**config.mk**
```make
export PLATFORM = sky130hd
export DESIGN_NAME = rank_order_filter
export DESIGN_NICKNAME = d
export VERILOG_FILES = /design/src/rtl/rank_order_filter.sv
export SDC_FILE = /design/constraint.sdc
export NUM_CORES = 1
export LEC_CHECK = 0
export CORE_UTILIZATION = 30
export DETAILED_ROUTE_END_ITERATION = 12
export GPL_TIMING_DRIVEN = 0
export SETUP_SLACK_MARGIN = 0.15
export SYNTH_ARGS = -nofsm -noshare
export SYNTH_HDL_FRONTEND = slang
export SYNTH_SLANG_ARGS = --single-unit
```
**constraint.sdc**
```tcl
create_clock -name clk -period 2.7 [get_ports clk]
set_input_delay 0.675 -clock clk [delete_from_list [all_inputs] [get_ports clk]]
set_output_delay 0.675 -clock clk [all_outputs]
set_load 0.01 [all_outputs]
```
**src/rtl/rank_order_filter.sv**
```systemverilog
// Rank-order filter: returns the sample of a runtime-selected rank from an N-sample window.
// The result leaves through a 3-stage valid/ready pipeline. RANK_ORDER_FILTER_MINMAX_EN adds dmin/dmax for the same window.
module rank_order_filter #(
  parameter  int unsigned WIDTH = 12,
  parameter  int unsigned N     = 9,
  localparam int unsigned RW    = $clog2(N)
) (
  input  logic               clk,
  input  logic               rst,
  input  logic               in_valid,
  output logic               in_ready,
  input  logic [N*WIDTH-1:0] din,
  input  logic [RW-1:0]      rank_sel,
  output logic               out_valid,
  input  logic               out_ready,
  output logic [WIDTH-1:0]   dout,
  output logic [RW-1:0]      dout_idx
`ifdef RANK_ORDER_FILTER_MINMAX_EN
  ,
  output logic [WIDTH-1:0]   dmin,
  output logic [WIDTH-1:0]   dmax
`endif
);

  localparam logic [RW-1:0] RMAX = RW'(N - 1);

  typedef logic [N-1:0][WIDTH-1:0] win_t;
  typedef logic [N-1:0][N-1:0]     mat_t;
  typedef logic [N-1:0][RW-1:0]    rank_t;

  logic          adv;
  win_t          win_c;
  mat_t          lt_c;
  logic [RW-1:0] sel_c;
  rank_t         rank_c;

  logic          v1_q;
  win_t          win1_q;
  logic [RW-1:0] sel1_q;
  mat_t          lt1_q;

  logic          v2_q;
  win_t          win2_q;
  logic [RW-1:0] sel2_q;
  rank_t         rank2_q;

  logic             out_valid_q;
  logic [WIDTH-1:0] dout_q, dout_d;
  logic [RW-1:0]    dout_idx_q, dout_idx_d;

  assign adv       = ~out_valid_q | out_ready;
  assign in_ready  = adv;
  assign out_valid = out_valid_q;
  assign dout      = dout_q;
  assign dout_idx  = dout_idx_q;

  assign win_c = din;
  assign sel_c = (rank_sel > RMAX) ? RMAX : rank_sel;

  // Pairwise order with the index as tie-break, which makes the ranks a permutation.
  always_comb begin
    lt_c = '0;
    for (int j = 0; j < N; j++) begin
      for (int i = 0; i < N; i++) begin
        if (i != j) begin
          lt_c[j][i] = (win_c[i] < win_c[j]) || ((win_c[i] == win_c[j]) && (i < j));
        end
      end
    end
  end

  // Rank of each sample = number of samples ordered below it.
  always_comb begin
    rank_c = '0;
    for (int j = 0; j < N; j++) begin
      for (int i = 0; i < N; i++) begin
        rank_c[j] = rank_c[j] + RW'(lt1_q[j][i]);
      end
    end
  end

  // A no-match case would keep the previous result.
  always_comb begin
    dout_d     = dout_q;
    dout_idx_d = dout_idx_q;
    for (int j = 0; j < N; j++) begin
      if (rank2_q[j] == sel2_q) begin
        dout_d     = win2_q[j];
        dout_idx_d = RW'(j);
      end
    end
  end

  always_ff @(posedge clk or negedge rst) begin
    if (!rst) begin
      v1_q        <= 1'b0;
      win1_q      <= '0;
      sel1_q      <= '0;
      lt1_q       <= '0;
      v2_q        <= 1'b0;
      win2_q      <= '0;
      sel2_q      <= '0;
      rank2_q     <= '0;
      out_valid_q <= 1'b0;
      dout_q      <= '0;
      dout_idx_q  <= '0;
    end else if (adv) begin
      v1_q        <= in_valid;
      win1_q      <= win_c;
      sel1_q      <= sel_c;
      lt1_q       <= lt_c;
      v2_q        <= v1_q;
      win2_q      <= win1_q;
      sel2_q      <= sel1_q;
      rank2_q     <= rank_c;
      out_valid_q <= v2_q;
      if (v2_q) begin
        dout_q     <= dout_d;
        dout_idx_q <= dout_idx_d;
      end
    end
  end

`ifdef RANK_ORDER_FILTER_MINMAX_EN
  logic [WIDTH-1:0] dmin_q, dmin_d, dmax_q, dmax_d;

  assign dmin = dmin_q;
  assign dmax = dmax_q;

  always_comb begin
    dmin_d = dmin_q;
    dmax_d = dmax_q;
    for (int j = 0; j < N; j++) begin
      if (rank2_q[j] == '0) dmin_d = win2_q[j];
      if (rank2_q[j] == RMAX) dmax_d = win2_q[j];
    end
  end

  always_ff @(posedge clk or negedge rst) begin
    if (!rst) begin
      dmin_q <= '0;
      dmax_q <= '0;
    end else if (adv && v2_q) begin
      dmin_q <= dmin_d;
      dmax_q <= dmax_d;
    end
  end
`endif

endmodule

```
==> impl_metrics.tcl <==
set metrics [dict create \
    path_clk_slew_ps 70 \
    root_buffer "clkbuf_16" \
    crit_path_start_kind "flop" \
    via_per_inst 5.33 \
    r2r_cells 9 \
    clock_latency_ps 550 \
    cp_max_fo 2 \
    ir_worst_vdd_mv 0.489 \
    drive_gt1_frac 0.165 \
    cp.required_ps 3110 \
    antenna_found_initial 9 \
    synth_area_leaders "dfrtp_1, ha_1, nand2_1" \
    dieArea_mm2 0.0846 \
    slew-limit-headroom 0.383 \
    grt_setup_unrepaired "true" \
    worst_slack_ps -293 \
    yosys.area.top_type "dfrtp_1" \
    fillerInstances 8115 \
    track_usage 0.224 \
    chipWidth_um 291 \
    nets 3677 \
    cap_violations 0 \
    core-area_mm2 0.0824 \
    ys_ff_latch 351 \
    worstPathCellList "fa_1, inv_2, fa_2, fa_2, inv_2, ha_4, inv_2, fa_2, a21oi_2" \
    synth_top_cell_area_share 0.351 \
    synth_cell_type_count 55 \
    synth_nets 3324 \
    arrival_ps 3410 \
    dpl-instance-area_mm2 0.0278 \
    synth_edf_count 0 \
    start_util 0.304 \
    cts_max_level 2 \
    yosys_warnings 0 \
    cts_buffers 38 \
    finalInstanceArea_mm2 0.0318 \
    synth_most_common_cell "nand2_1" \
    cts_sinks 351 \
    synth-main-ff-cell "dfrtp_1" \
    first_iter_violations 1722 \
    whs_ps 22.3 \
    grt_max_degree 118 \
    portBuffers 133 \
    dr_total_vias 22200 \
    cts_tree "built" \
    synthArstFlopShare 1.00 \
    place_inst 3920 \
    rows 105 \
    hold_path_class "input port to async pin" \
    place.gp.congestion 0.907 \
    yosys-top-cells-count "nand2_1, ha_1, dfrtp_1, inv_1, a21o_1" \
    syn_to_final_growth_pct 27.0 \
    clockBufferDepth 3 \
    status "finished with violations" \
    post-route-min-period_ps 2990 \
    dpl.hpwl_um 70500 \
    leakage_nw 15.8 \
    syn-cell-area_mm2 0.0250 \
    final.period_utilization 1.11 \
    wl_per_cell_um 23.1 \
    synth_area_per_cell_um2 9.22 \
    ant_nets 0 \
    slowest_delay_ps 570 \
    drc_errors 0 \
    routed_wl_um 96400 \
    fmax_mhz 334 \
    grt-ovfl-total 0 \
    end_kind "flop" \
    ioPinCount 134 \
    power.density_mw_per_mm2 830 \
    skew_ps 25.3 \
    crit_slowest_cell "fa_2" \
    fp.dieH_um 291 \
    instances_no_fill 4166 \
    hold_buffers 0 \
    crit_type "flop to flop" \
    grt_pass1_vias 21500 \
    place_ws_ps -3020 \
    tightestPinTransition_ps 926 \
    violations "setup timing" \
    total_power_mw 26.4 \
    finalSetupViolations 14 \
    syn_inst 2713 \
    synth_seq_area_share 0.351 \
    maxSlewViolCount 0 \
    hold_violations 0 \
    firstDrtPassIters 6 \
    grt_pass1_wl_um 141000 \
]
-- where the power goes --
group	switching, mW	internal [mW]	total (mW)
registers	1.11	7.01	8.11
logic	7.44	5.50	12.9
clock network	2.23	3.08	5.31
-- metrics by stage --
| step | setup TNS [ps] | utilization |
|---|---|---|
| floorplan | -709 | - |
| global placement | -5681750 | 0.336 |
| detailed placement | -450980 | 0.338 |
| CTS | -3240 | 0.376 |
| global route | -4290 | 0.386 |
| finish | -3160 | 0.386 |
-- sequential cells by signal, indices dropped and copies added, names as in the netlist --
name / cells
lt1_q: 72
sel2_q: 4
win1_q: 108
win2_q: 108
rank2_q: 36
sel1_q: 4
out_valid: 1
dout: 12
v2_q: 1
dout_idx: 4
v1_q: 1
-- per-layer routing --
| layer | up-vias | GRT usage | routed length, um |
|---|---|---|---|
| li1 | 10300 | - | - |
| met1 | 10800 | 0.299 | 41500 |
| met2 | 898 | 0.343 | 41600 |
| met3 | 248 | 0.0361 | 7320 |
| met4 | 0 | 0.127 | 5910 |
| met5 | - | 0 | 0 |
-- timing repair --
| action | 4_1_cts | 5_1_grt |
|---|---|---|
| endpoints found under the setup margin | 352 | 95 |
| pin swaps | 33 | 47 |
| gates resized for setup | 260 | 135 |
| buffers inserted | 121 | 55 |
-- area by class of cell --
class / instances / area [um2] / share of cell area
flip-flops and latches: 351 / 8780 / 0.277
well taps: 1070 / 1340 / 0.0421
clock inverters: 13 / 151 / 0.00477
plain buffers: 91 / 498 / 0.0157
inverters: 227 / 1070 / 0.0338
diodes: 3 / 7.51 / 0.000236
clock buffers: 54 / 1110 / 0.0350
multi-input cells: 2044 / 15800 / 0.497
repair buffers: 313 / 3010 / 0.0948
-- cells by family after synthesis --
family / Yosys count / synth area share
and+or+nand+nor: 880 / 0.157
AOI/OAI and AO/OA: 612 / 0.163
adders and majority gates: 495 / 0.258
DFF: 351 / 0.351
buffers and inverters: 318 / 0.0498
xor gates and xnor gates: 45 / 0.0161
muxes: 12 / 0.00480
-- worst paths after layout --
kind                                    startpoint                       to  slack (ps)
setup / recovery             lt1_q[13]$_DFFE_PN0N_   rank2_q[5]$_DFFE_PN0N_        -290
hold / removal                                 rst    lt1_q[22]$_DFFE_PN0N_          20
setup reg to reg             lt1_q[13]$_DFFE_PN0N_   rank2_q[5]$_DFFE_PN0N_        -290
hold reg to reg            win1_q[100]$_DFFE_PN0N_  win2_q[100]$_DFFE_PN0N_         460
max in group asynchronous                      rst   win2_q[85]$_DFFE_PN0N_        1180
min in group clk           win1_q[100]$_DFFE_PN0N_  win2_q[100]$_DFFE_PN0N_         460
-- critical path: cells and delay by family (launching register included) --
kind | cells | cell delay (ps)
buffers and inverters | 3 | 160
AOI/OAI and AO/OA | 1 | 50
adders and majority gates | 5 | 2240
DFF | 1 | 400
-- layout by cell type, fill, tap and decap left out, types with 42 or more instances in the layout --
cell type        instances
a21o_1                 159
inv_1                  141
nand4_1                 91
clkbuf_1                53
dlygate4sd2_1           42
clkinvlp_4              59
nor2_1                  97
o21ai_0                133
ha_1                   451
nand2_1                522
buf_4                  155
clkdlybuf4s50_1         51
o21a_1                  45
a21oi_1                 91
dfrtp_1                350
No activity file was read; power rests on OpenSTA's default activity.
